--- config.mk ---
export PLATFORM = sky130hd
export DESIGN_NAME = maxnet_controller
export DESIGN_NICKNAME = d
export VERILOG_FILES = /design/src/rtl/maxnet_controller.sv
export SDC_FILE = /design/constraint.sdc
export NUM_CORES = 1
export LEC_CHECK = 0
export ABC_CLOCK_PERIOD_IN_PS = 2400
export CORE_UTILIZATION = 53
export CTS_CLUSTER_DIAMETER = 50
export CTS_CLUSTER_SIZE = 24
export DETAILED_ROUTE_END_ITERATION = 7
export PLACE_DENSITY = 0.82
export SLEW_MARGIN = 5
export SYNTH_ARGS = -nofsm -noshare
export SYNTH_HDL_FRONTEND = slang
export SYNTH_SLANG_ARGS = --single-unit
--- constraint.sdc ---
create_clock -name clk_i -period 2.4 [get_ports clk_i]
set_clock_uncertainty 0.05 [all_clocks]
set_input_delay 0.24 -clock clk_i [delete_from_list [all_inputs] [get_ports clk_i]]
set_output_delay 0.24 -clock clk_i [all_outputs]
set_load 0.02 [all_outputs]
--- src/rtl/maxnet_controller.sv ---
// Sequencing FSM for the 4-neuron Maxnet datapath: load, wait out PU latency, write back, repeat until one winner.
// Optional iteration bound enabled by defining MAXNET_CTRL_TIMEOUT_EN.
module maxnet_controller #(
    parameter int PU_LATENCY = 2,
    parameter int MAX_ITER   = 63,
    parameter int ITER_W     = 8
) (
    input  logic              clk_i,
    input  logic              rst_i,
    input  logic              start_i,
    input  logic              is_finished_i,
    output logic              load_a_o,
    output logic              load_sel_o,
    output logic              busy_o,
    output logic              done_o,
    output logic [ITER_W-1:0] iter_count_o,
    output logic              timeout_o
);

    localparam logic [2:0] S_IDLE   = 3'd0;
    localparam logic [2:0] S_LOAD   = 3'd1;
    localparam logic [2:0] S_CHECK  = 3'd2;
    localparam logic [2:0] S_WAIT   = 3'd3;
    localparam logic [2:0] S_UPDATE = 3'd4;
    localparam logic [2:0] S_DONE   = 3'd5;

    localparam logic [3:0] WAIT_INIT = 4'(PU_LATENCY);

    logic [2:0]        state_q, state_d;
    logic [ITER_W-1:0] iterCount_q, iterCount_d;
    logic [3:0]        waitCnt_q, waitCnt_d;
    logic              timeout_q, timeout_d;
    logic              timeoutHit;

`ifdef MAXNET_CTRL_TIMEOUT_EN
    localparam logic [ITER_W-1:0] MAX_ITER_C = ITER_W'(MAX_ITER);
    assign timeoutHit = (iterCount_q == MAX_ITER_C);
`else
    logic unusedMaxIter;
    assign unusedMaxIter = (MAX_ITER > 0);
    assign timeoutHit    = 1'b0;
`endif

    // Next-state logic; a finished datapath outranks the iteration bound in CHECK.
    always_comb begin
        state_d     = state_q;
        iterCount_d = iterCount_q;
        waitCnt_d   = waitCnt_q;
        timeout_d   = timeout_q;
        case (state_q)
            S_IDLE: begin
                if (start_i) begin
                    state_d = S_LOAD;
                end
            end
            S_LOAD: begin
                iterCount_d = '0;
                timeout_d   = 1'b0;
                state_d     = S_CHECK;
            end
            S_CHECK: begin
                if (is_finished_i) begin
                    state_d = S_DONE;
                end else if (timeoutHit) begin
                    timeout_d = 1'b1;
                    state_d   = S_DONE;
                end else begin
                    waitCnt_d = WAIT_INIT;
                    state_d   = S_WAIT;
                end
            end
            S_WAIT: begin
                waitCnt_d = waitCnt_q - 4'd1;
                if (waitCnt_q <= 4'd1) begin
                    state_d = S_UPDATE;
                end
            end
            S_UPDATE: begin
                if (iterCount_q != '1) begin
                    iterCount_d = iterCount_q + 1'b1;
                end
                state_d = S_CHECK;
            end
            S_DONE: begin
                state_d = S_IDLE;
            end
            default: begin
                state_d = S_IDLE;
            end
        endcase
    end

    always_ff @(posedge clk_i) begin
        if (rst_i) begin
            state_q     <= S_IDLE;
            iterCount_q <= '0;
            waitCnt_q   <= '0;
            timeout_q   <= 1'b0;
        end else begin
            state_q     <= state_d;
            iterCount_q <= iterCount_d;
            waitCnt_q   <= waitCnt_d;
            timeout_q   <= timeout_d;
        end
    end

    // Outputs decode from state or registers only, so no input reaches an output combinationally.
    assign load_a_o     = (state_q == S_LOAD) || (state_q == S_UPDATE);
    assign load_sel_o   = (state_q == S_LOAD);
    assign busy_o       = (state_q != S_IDLE);
    assign done_o       = (state_q == S_DONE);
    assign iter_count_o = iterCount_q;
    assign timeout_o    = timeout_q;

endmodule

==> flow_summary.yaml <==
cells_and_area:
  drive_gt1_share_pct: 11.5
  stdcell_area_um2: 1040
  n_antenna_cell: 0
  nFillCells: 131
  fin_nets: 121
  syn2layout_area_growth_pct: 20.5
placement:
  dpl.hpwl_mm: 1.37
  pre_cts_ws_ps: 519
  gp_congestion: 0.856
  place_area_um2: 1010
  port_buffers: 15
hold_path:
  hp-class: "reg2reg"
  whs_path_depth: 1
  hold_start: "waitCnt_q[3]"
pwr:
  power.density_nw_per_um2: 514
  sequentialPowerShare_pct: 51.5
  p_int_uw: 378
  clkPwrFrac_pct: 27.1
  switching_share_pct: 29.3
  pwr-share-comb_pct: 21.4
  power_switching_uw: 156
  p_leak_nw: 0.395
  max-vdd-ir-drop_v: 0.000375
  total_power_uw: 534
logic_synthesis:
  synth_area_per_cell_um2: 8.80
  synthFlopType: "dfxtp_1"
  synthArstFlopShare_pct: 0
  syn_nets: 105
  synth_edf_count: 0
  synthDistinctLibCells: 41
  synth_warnings: 0
  synthCells: 98
  synth-seq-area-share_pct: 34.8
  ys_seq_elements: 15
  synth_area_um2: 862
grt:
  track_usage_pct: 22.4
  grt_pass1_wl_mm: 3.04
  grt_pass1_vias: 757
  grt_max_degree: 12
  antenna_found_initial: 0
  busiest_layer: "met2"
  grt_use_met2_pct: 38.8
  grt.overflow.total: 0
  gr-usage-met3_pct: 3.02
  grt_use_met1_pct: 25.3
timing:
  slew_headroom_pct: 66.0
  setup_slack_ps: 182
  worstMarginPinSlew_ps: 508
  fmaxAchievable_mhz: 451
  report.final.slew_viol_count: 0
  fin_tns_setup_ps: 0
  hold_viol: 0
  rsz0062_at_grt: "false"
  period_share_pct: 92.4
  setup_viol: 0
  period_needed_ps: 2220
outcome:
  status: "finished, final reports clean"
clock_network:
  htree_levels: 1
  cts_hold_buffers: 0
  cts_buffer_depth: 2
  cts_root_buf: "clkbuf_4"
  cts_tree: "built"
  cts_sinks: 15
  cts_made_buffers: 3
  postCtsSetupBuffers: 0
  cts_resized: 0
  insertion_delay_ps: 280
  clk_pin_slew_worst_paths_ps: 90
critical_path:
  crit_path_max_fanout: 11
  cp-end-kind: "output port"
  reg2reg_from: "iter_count_o[0]"
  path_class: "reg2out"
  arrival_ps: 1930
  reg2reg_depth: 5
  r2r_setup_slack_ps: 690
  cp_data_required_time_ps: 2110
  critPathLaunch: "state_q[0]"
  cp-start-kind: "flop"
floorplan:
  row_count: 14
  core_area_um2: 1510
  io_pins: 17
  dieArea_um2: 1790
  die_w_um: 42.3
  fp.dieH_um: 42.3
  initial_core_util_pct: 57.2
routing:
  vias: 768
  drc: 0
  drtIter0Drc: 11
  routed_wl_mm: 1.77
  first_pass_iters: 4
  postRouteAntennaNets: 0
  wl_per_cell_um: 13.7
  via_per_inst: 5.95
flow_run:
  cap_violations: 0
-- cells in the mapped netlist (all sizes together), types with 4 or more instances --
| cell type | instances | share of area [%] |
|---|---|---|
| dfxtp | 15 | 35 |
| a21oi | 8 | 4.6 |
| inv | 5 | 2.2 |
| nor2 | 5 | 2.2 |
| nor3 | 5 | 2.9 |
| and3 | 4 | 2.9 |
| nand2 | 4 | 1.7 |
| nand2b | 4 | 2.9 |
-- routing by layer --
metal	vias to the layer above	share of wire [%]	routed length [um]
met5	-	0	0
met4	0	3.0	53
met3	7	2.7	48
met2	18	49	867
met1	351	45	802
li1	392	-	-
-- cell usage in the layout, fill, tap and decap left out, drive strengths merged, types with 2 or more instances in the layout --
master / count
nor3b: 3
nand4: 3
inv: 5
nor2: 5
clkdlybuf4s50: 15
ha: 3
mux2: 2
clkbuf: 4
nand3: 3
a311oi: 3
nand2: 4
and3b: 2
buf: 2
a21oi: 8
nor3: 5
and2: 2
o21ai: 2
nand2b: 4
and3: 4
a211oi: 2
dfxtp: 15
-- final timing paths --
kind / to
setup / recovery: load_sel_o
hold / removal: waitCnt_q[3]
setup reg to reg: iter_count_o[5]
hold reg to reg: waitCnt_q[3]
-- state kept, by name (all words and copies together) (netlist names) --
signal	flops
state_q	3
iter_count_o	8
waitCnt_q	4
-- worst max-delay path, stage by stage, from the launching register on --
cell             delay [ps]
dfxtp_1                 510
or3b_1                  450
inv_1                    90
clkdlybuf4s50_1         590
-- cells by family after synthesis --
kind of cell    share of synthesized area [%]
flops                                    34.8
fa+ha+maj                                4.35
mux                                      2.61
simple gates                             28.2
buf+inv                                  6.24
xor+xnor                                 1.02
compound gates                           22.4
other cells                             0.435
-- power by group through the flow --
stage	registers (mW)	clock network, mW	logic [mW]
3_3_place_gp	0.280	0	0.111
5_1_grt	0.278	0.159	0.124
2_1_floorplan	0.274	0	0.0860
3_5_place_dp	0.281	0	0.114
4_1_cts	0.275	0.147	0.115
6_report	0.275	0.145	0.114
-- layout make-up --
type | count | area (um2) | area share [%]
clock buffers | 4 | 26.3 | 2.53
well taps | 16 | 20.0 | 1.93
flip-flops and latches | 15 | 300 | 28.9
multi-input cells | 72 | 508 | 48.9
inverters | 5 | 18.8 | 1.81
repair buffers | 17 | 165 | 15.9
-- through the flow --
stage	instances	utilization, %	hold WS [ps]
6_report	129	68.9	436
5_1_grt	129	68.9	469
4_1_cts	129	68.9	437
3_5_place_dp	125	67.2	423
3_3_place_gp	125	67.2	417
2_1_floorplan	98	-	372
Note: power is estimated with default switching activity, not from simulation.
==> patch 1: new RTL, same flow settings <==
Put a register stage on the outputs `load_a_o`, `load_sel_o`, `busy_o` and `done_o`, cleared by the reset. The values now appear one clock later. The other outputs are not delayed to match.
--- a/src/rtl/maxnet_controller.sv
+++ b/src/rtl/maxnet_controller.sv
@@ -107,6 +107,15 @@
     // Outputs decode from state or registers only, so no input reaches an output combinationally.
-    assign load_a_o     = (state_q == S_LOAD) || (state_q == S_UPDATE);
-    assign load_sel_o   = (state_q == S_LOAD);
-    assign busy_o       = (state_q != S_IDLE);
-    assign done_o       = (state_q == S_DONE);
+    always_ff @(posedge clk_i) begin
+        if (rst_i) begin
+            load_a_o   <= '0;
+            load_sel_o <= '0;
+            busy_o     <= '0;
+            done_o     <= '0;
+        end else begin
+            load_a_o   <= (state_q == S_LOAD) || (state_q == S_UPDATE);
+            load_sel_o <= (state_q == S_LOAD);
+            busy_o     <= (state_q != S_IDLE);
+            done_o     <= (state_q == S_DONE);
+        end
+    end
     assign iter_count_o = iterCount_q;
Formal check against the unedited RTL: not equivalent (Yosys sat finds a counterexample within 4 cycles, from zero or initial values and one cycle with rst_i high).
==> patch 1 against the original RTL <==
  * Total power rose by 13%
  * Setup slack improved by 340 ps
  * Sequential cell count rose by 4
  * Critical path depth rose by 2
  * Synthesized area rose by 11%
  * Wire length rose by 5.0%
  * Count of clock-buffer cells in the layout fell by 1
  * Clock power rose by 11%
  * Design area rose by 8.8%
  * Die area rose by 11%
  * Combinational power fell by 18%
  * Via count rose by 12%
  * Critical path type is now flip-flop to flip-flop
==> patch 1: results (changes against the original RTL) <==
- Vias per std cell: 5.78 (was 5.95)
- Post-Place Cells: 145 (was 125)
- CTS resizes: 0 (unchanged)
- Sw Ratio: 27.6% (was 29.3%)
- DP Wirelength: 1360 microns (was 1370 microns)
- Critical path peak fanout: 7 (was 11)
- Initial drt markers: 20 (was 11)
- Syn_nets: 119 (was 105)
- Sequential area share after synthesis: 39.6% (was 34.8%)
- CTS max path bufs: 2 (unchanged)
- Setup Buffers After CTS: 0 (unchanged)
- Routability congestion estimate: 0.760 (was 0.856)
- Leak: 0.404 nW (was 0.395 nW)
- Status: finished, final reports clean (unchanged)
- Synth Area in XOR/XNOR: 0.913% (was 1.02%)
- Initial antenna violation count: 0 (unchanged)
- First-pass GRT wire length: 3250 microns (was 3040 microns)
- Hold_sp: waitCnt_q[3] (unchanged)
- R2R cell count: 5 (unchanged)
- Clk pin slew, worst setup/hold paths: 110 ps (was 90 ps)
- Via count: 861 (was 768)
- Worst Setup SP: iter_count_o[0] (was state_q[0])
- WP data arrival: 2070 ps (was 1930 ps)
- Commonest cells in the netlist: dfxtp_1 (19), a21oi_1 (9), nand2_1 (9) (was dfxtp_1 (15), a21oi_1 (8), nor2_1 (5), nor3_1 (5))
- Mean post-synth cell area: 8.57 sq um (was 8.80 sq um)
- Mux cell area share after synthesis: 1.17% (was 2.61%)
- Count of cell types in the netlist: 42 (was 41)
- NumNets Final: 132 (was 121)
- Layout cells sized above 1: 8.87% (was 11.5%)
- Worst-margin pin slew: 613 ps (was 508 ps)
- Vias in the first global route: 756 (was 757)
- Startpoint Class: flip-flop (unchanged)
- Grt ovf: 0 (unchanged)
- Skew-Pair Late Insertion Delay: 310 ps (was 280 ps)
- Synth Area in Adders: 3.91% (was 4.35%)
- Synth area leaders: dfxtp_1 (40%), a21oi_1 (4.7%), ha_1 (3.9%) (was dfxtp_1 (35%), a21oi_1 (4.6%), ha_1 (4.4%))
- Ys Warns: 0 (unchanged)
- R2r setup slk: 520 ps (was 690 ps)
- GRT Total Usage: 22.5% (was 22.4%)
- Compound-Gate Fraction of Synth Area: 21.8% (was 22.4%)
- Routed wire length: 1860 microns (was 1770 microns)
- Setup WS pre-CTS: 459 ps (was 519 ps)
- VDD IR max: 0.000410 V (was 0.000375 V)
- Fill cells: 138 (was 131)
- Hold WC Path Type: flip-flop to flip-flop (unchanged)
## patch 1: final cells by class
class	count	area [sq um]	share of cell area, %
multi-input combinational	79	510	45.2
sequential	19	380	33.7
clock buffer	3	22.5	1.99
clock inverter	1	5.00	0.443
inverter	6	22.5	1.99
tap	25	31.3	2.77
timing repair buffer	16	158	14.0
## patch 1: worst max path at each step
stage	slack [ps]	to
floorplan	490	iter_count_o[5]
global placement	480	iter_count_o[5]
detailed placement	460	iter_count_o[5]
CTS	540	iter_count_o[5]
global route	470	iter_count_o[5]
finish	520	iter_count_o[5]
## patch 1: metal layers
metal	vias to the layer above	GRT usage [%]	part of all wire, %
met3	4	7.76	4.5
met1	409	27.1	47
met4	0	8.48	1.0
met2	21	36.8	47
met5	-	0	0
li1	427	-	-
## patch 1: power by group through the flow
stage | clock network, mW | registers, mW | logic, mW
6_report | 0.161 | 0.348 | 0.0936
5_1_grt | 0.179 | 0.350 | 0.105
4_1_cts | 0.165 | 0.347 | 0.0940
3_5_place_dp | 0 | 0.355 | 0.0934
3_3_place_gp | 0 | 0.354 | 0.0911
2_1_floorplan | 0 | 0.354 | 0.0652
## patch 1: metrics by stage
stage	hold WS, ps	utilization (%)	area (sq um)	total power [mW]
floorplan	391	-	960	0.420
global placement	413	64.5	1100	0.445
detailed placement	414	64.5	1100	0.448
CTS	429	66.2	1130	0.607
global route	449	66.2	1130	0.635
finish	426	66.2	1130	0.602
## patch 1: critical path, cell delays in order, from the launching register on
cell	delay, ps
dfxtp_1	390
ha_1	270
and2_4	200
a311o_4	450
or3_1	370
o211ai_2	70
==> patch 2: new RTL, same settings <==
Made on the original files. Change the parameter `ITER_W` from 8 to 6.
--- a/src/rtl/maxnet_controller.sv
+++ b/src/rtl/maxnet_controller.sv
@@ -5,3 +5,3 @@
     parameter int MAX_ITER   = 63,
-    parameter int ITER_W     = 8
+    parameter int ITER_W     = 6
 ) (
Ports: changed (resized iter_count_o); port bits go from 17 to 15. The function was not compared with the original's and may differ.
==> patch 2 against the original RTL <==
  * Total power down 9.9%
  * Highest routed layer unchanged
  * Setup slack improved by 68 ps
  * Critical path depth down 1
  * Synthesized area decreased by 12%
  * Design area shrank 13%
  * Non-clock buffer count fell by 3
  * First-iteration DRC count rose by 55%
  * Combinational power fell by 11%
  * Sequential cell count down 2
  * Hold slack improved by 23 ps
  * Wire length is 17% lower
==> patch 2: results (changes against the original RTL) <==
- DR WL/cell: 12.9 microns (was 13.7 microns)
- R2R cell count: 4 (was 5)
- Ys Warns: 0 (unchanged)
- Commonest cells in the netlist: dfxtp_1 (13), nor2_1 (8), nand3_1 (7) (was dfxtp_1 (15), a21oi_1 (8), nor2_1 (5), nor3_1 (5))
- Post-Place Cells: 110 (was 125)
- DR WL met3: 29 microns (was 48 microns)
- Routed wire length: 1470 microns (was 1770 microns)
- R2r setup slk: 880 ps (was 690 ps)
- Diode count: 0 (unchanged)
- Critical path peak fanout: 14 (was 11)
- DP Wirelength: 1110 microns (was 1370 microns)
- Syn_nets: 93 (was 105)
- Setup WS pre-CTS: 562 ps (was 519 ps)
- Grt met1 use: 23.2% (was 25.3%)
- Total CTS buffers: 3 (unchanged)
- Worst-margin pin slew: 565 ps (was 508 ps)
- Hold depth: 2 (was 1)
- CTS max path bufs: 2 (unchanged)
- Initial antenna violation count: 0 (unchanged)
- Placed inst area: 873 sq um (was 1010 sq um)
- Vias per std cell: 5.88 (was 5.95)
- Synth area leaders: dfxtp_1 (34%), ha_1 (5.0%), nand3_1 (4.6%) (was dfxtp_1 (35%), a21oi_1 (4.6%), ha_1 (4.4%))
- IO Port Bufs: 13 (was 15)
- First-pass GRT wire length: 2240 microns (was 3040 microns)
- Metal2 WL: 742 microns (was 867 microns)
- Routability congestion estimate: 0.742 (was 0.856)
- Final Hold Slack: 458 ps (was 436 ps)
- Sequential area share after synthesis: 34.3% (was 34.8%)
- Largest net degree at the start of global routing: 15 (was 12)
- Layout cells sized above 1: 16.2% (was 11.5%)
- Routing usage on met3: 8.52% (was 3.02%)
- Leak: 0.320 nW (was 0.395 nW)
- WP data arrival: 1860 ps (was 1930 ps)
- Final WS setup: 249 ps (was 182 ps)
- Post-synthesis cell count: 86 (was 98)
- Skew-Pair Late Insertion Delay: 270 ps
- Hold_sp: waitCnt_q[1] (was waitCnt_q[3])
- VDD IR max: 0.000440 V (was 0.000375 V)
- Met2 GRT Util: 38.1% (was 38.8%)
- Wl on met1: 680 microns (was 802 microns)
- FF-to-FF End: waitCnt_q[2] (was iter_count_o[5])
- Initial drt markers: 17 (was 11)
- TritonRoute pass-1 iters: 4 (unchanged)
- Ys async rst share: 0% (unchanged)
- GRT Total Usage: 22.5% (was 22.4%)
- Vias in the first global route: 540 (was 757)
- R2R Path Start: state_q[1] (was iter_count_o[0])
- Max reg flops: 6 (was 8)
- Hold WC Path Type: flip-flop to flip-flop (unchanged)
- Count of cell types in the netlist: 36 (was 41)
- Status: finished, final reports clean (unchanged)
- Register bit total from synthesis: 13 (was 15)
- Crit path capture: done_o (was load_sel_o)
- Worst Setup SP: state_q[0] (unchanged)
- Min-Delay Endpoint: waitCnt_q[1] (was waitCnt_q[3])
- CTS resizes: 0 (unchanged)
- CTS H-tree depth: 1 (unchanged)
- Clk pin slew, worst setup/hold paths: 80 ps
-- patch 2: logic make-up after synthesis --
kind of cell,count (synthesis),share of synthesized area [%]
other,1,0.495
DFF,13,34.3
muxes,3,4.13
buffers and inverters,10,7.92
adders and majority gates,3,4.95
AOI/OAI and AO/OA,21,20.3
and+or+nand+nor,33,25.6
xor gates and xnor gates,2,2.31
-- patch 2: worst max-delay path, stage by stage (launching register included) --
cell and delay [ps]:
dfxtp_1 690, and3_2 290, clkdlybuf4s50_1 610
-- patch 2: where the power goes --
group / switching, mW / leakage [nW] / total (mW) / internal, mW
combinational: 0.0511 / 0.200 / 0.102 / 0.0509
sequential: 0.0199 / 0.105 / 0.244 / 0.224
clock: 0.0714 / 0.0150 / 0.136 / 0.0643
total: 0.142 / 0.320 / 0.482 / 0.339
-- patch 2: cell type report --
cell class,instances,area [sq um]
Multi-Input combinational cell,63,438
Fill cell,114,418
Sequential cell,13,260
Timing Repair Buffer,14,138
Clock buffer,4,26.3
Inverter,5,18.8
Tap cell,15,18.8
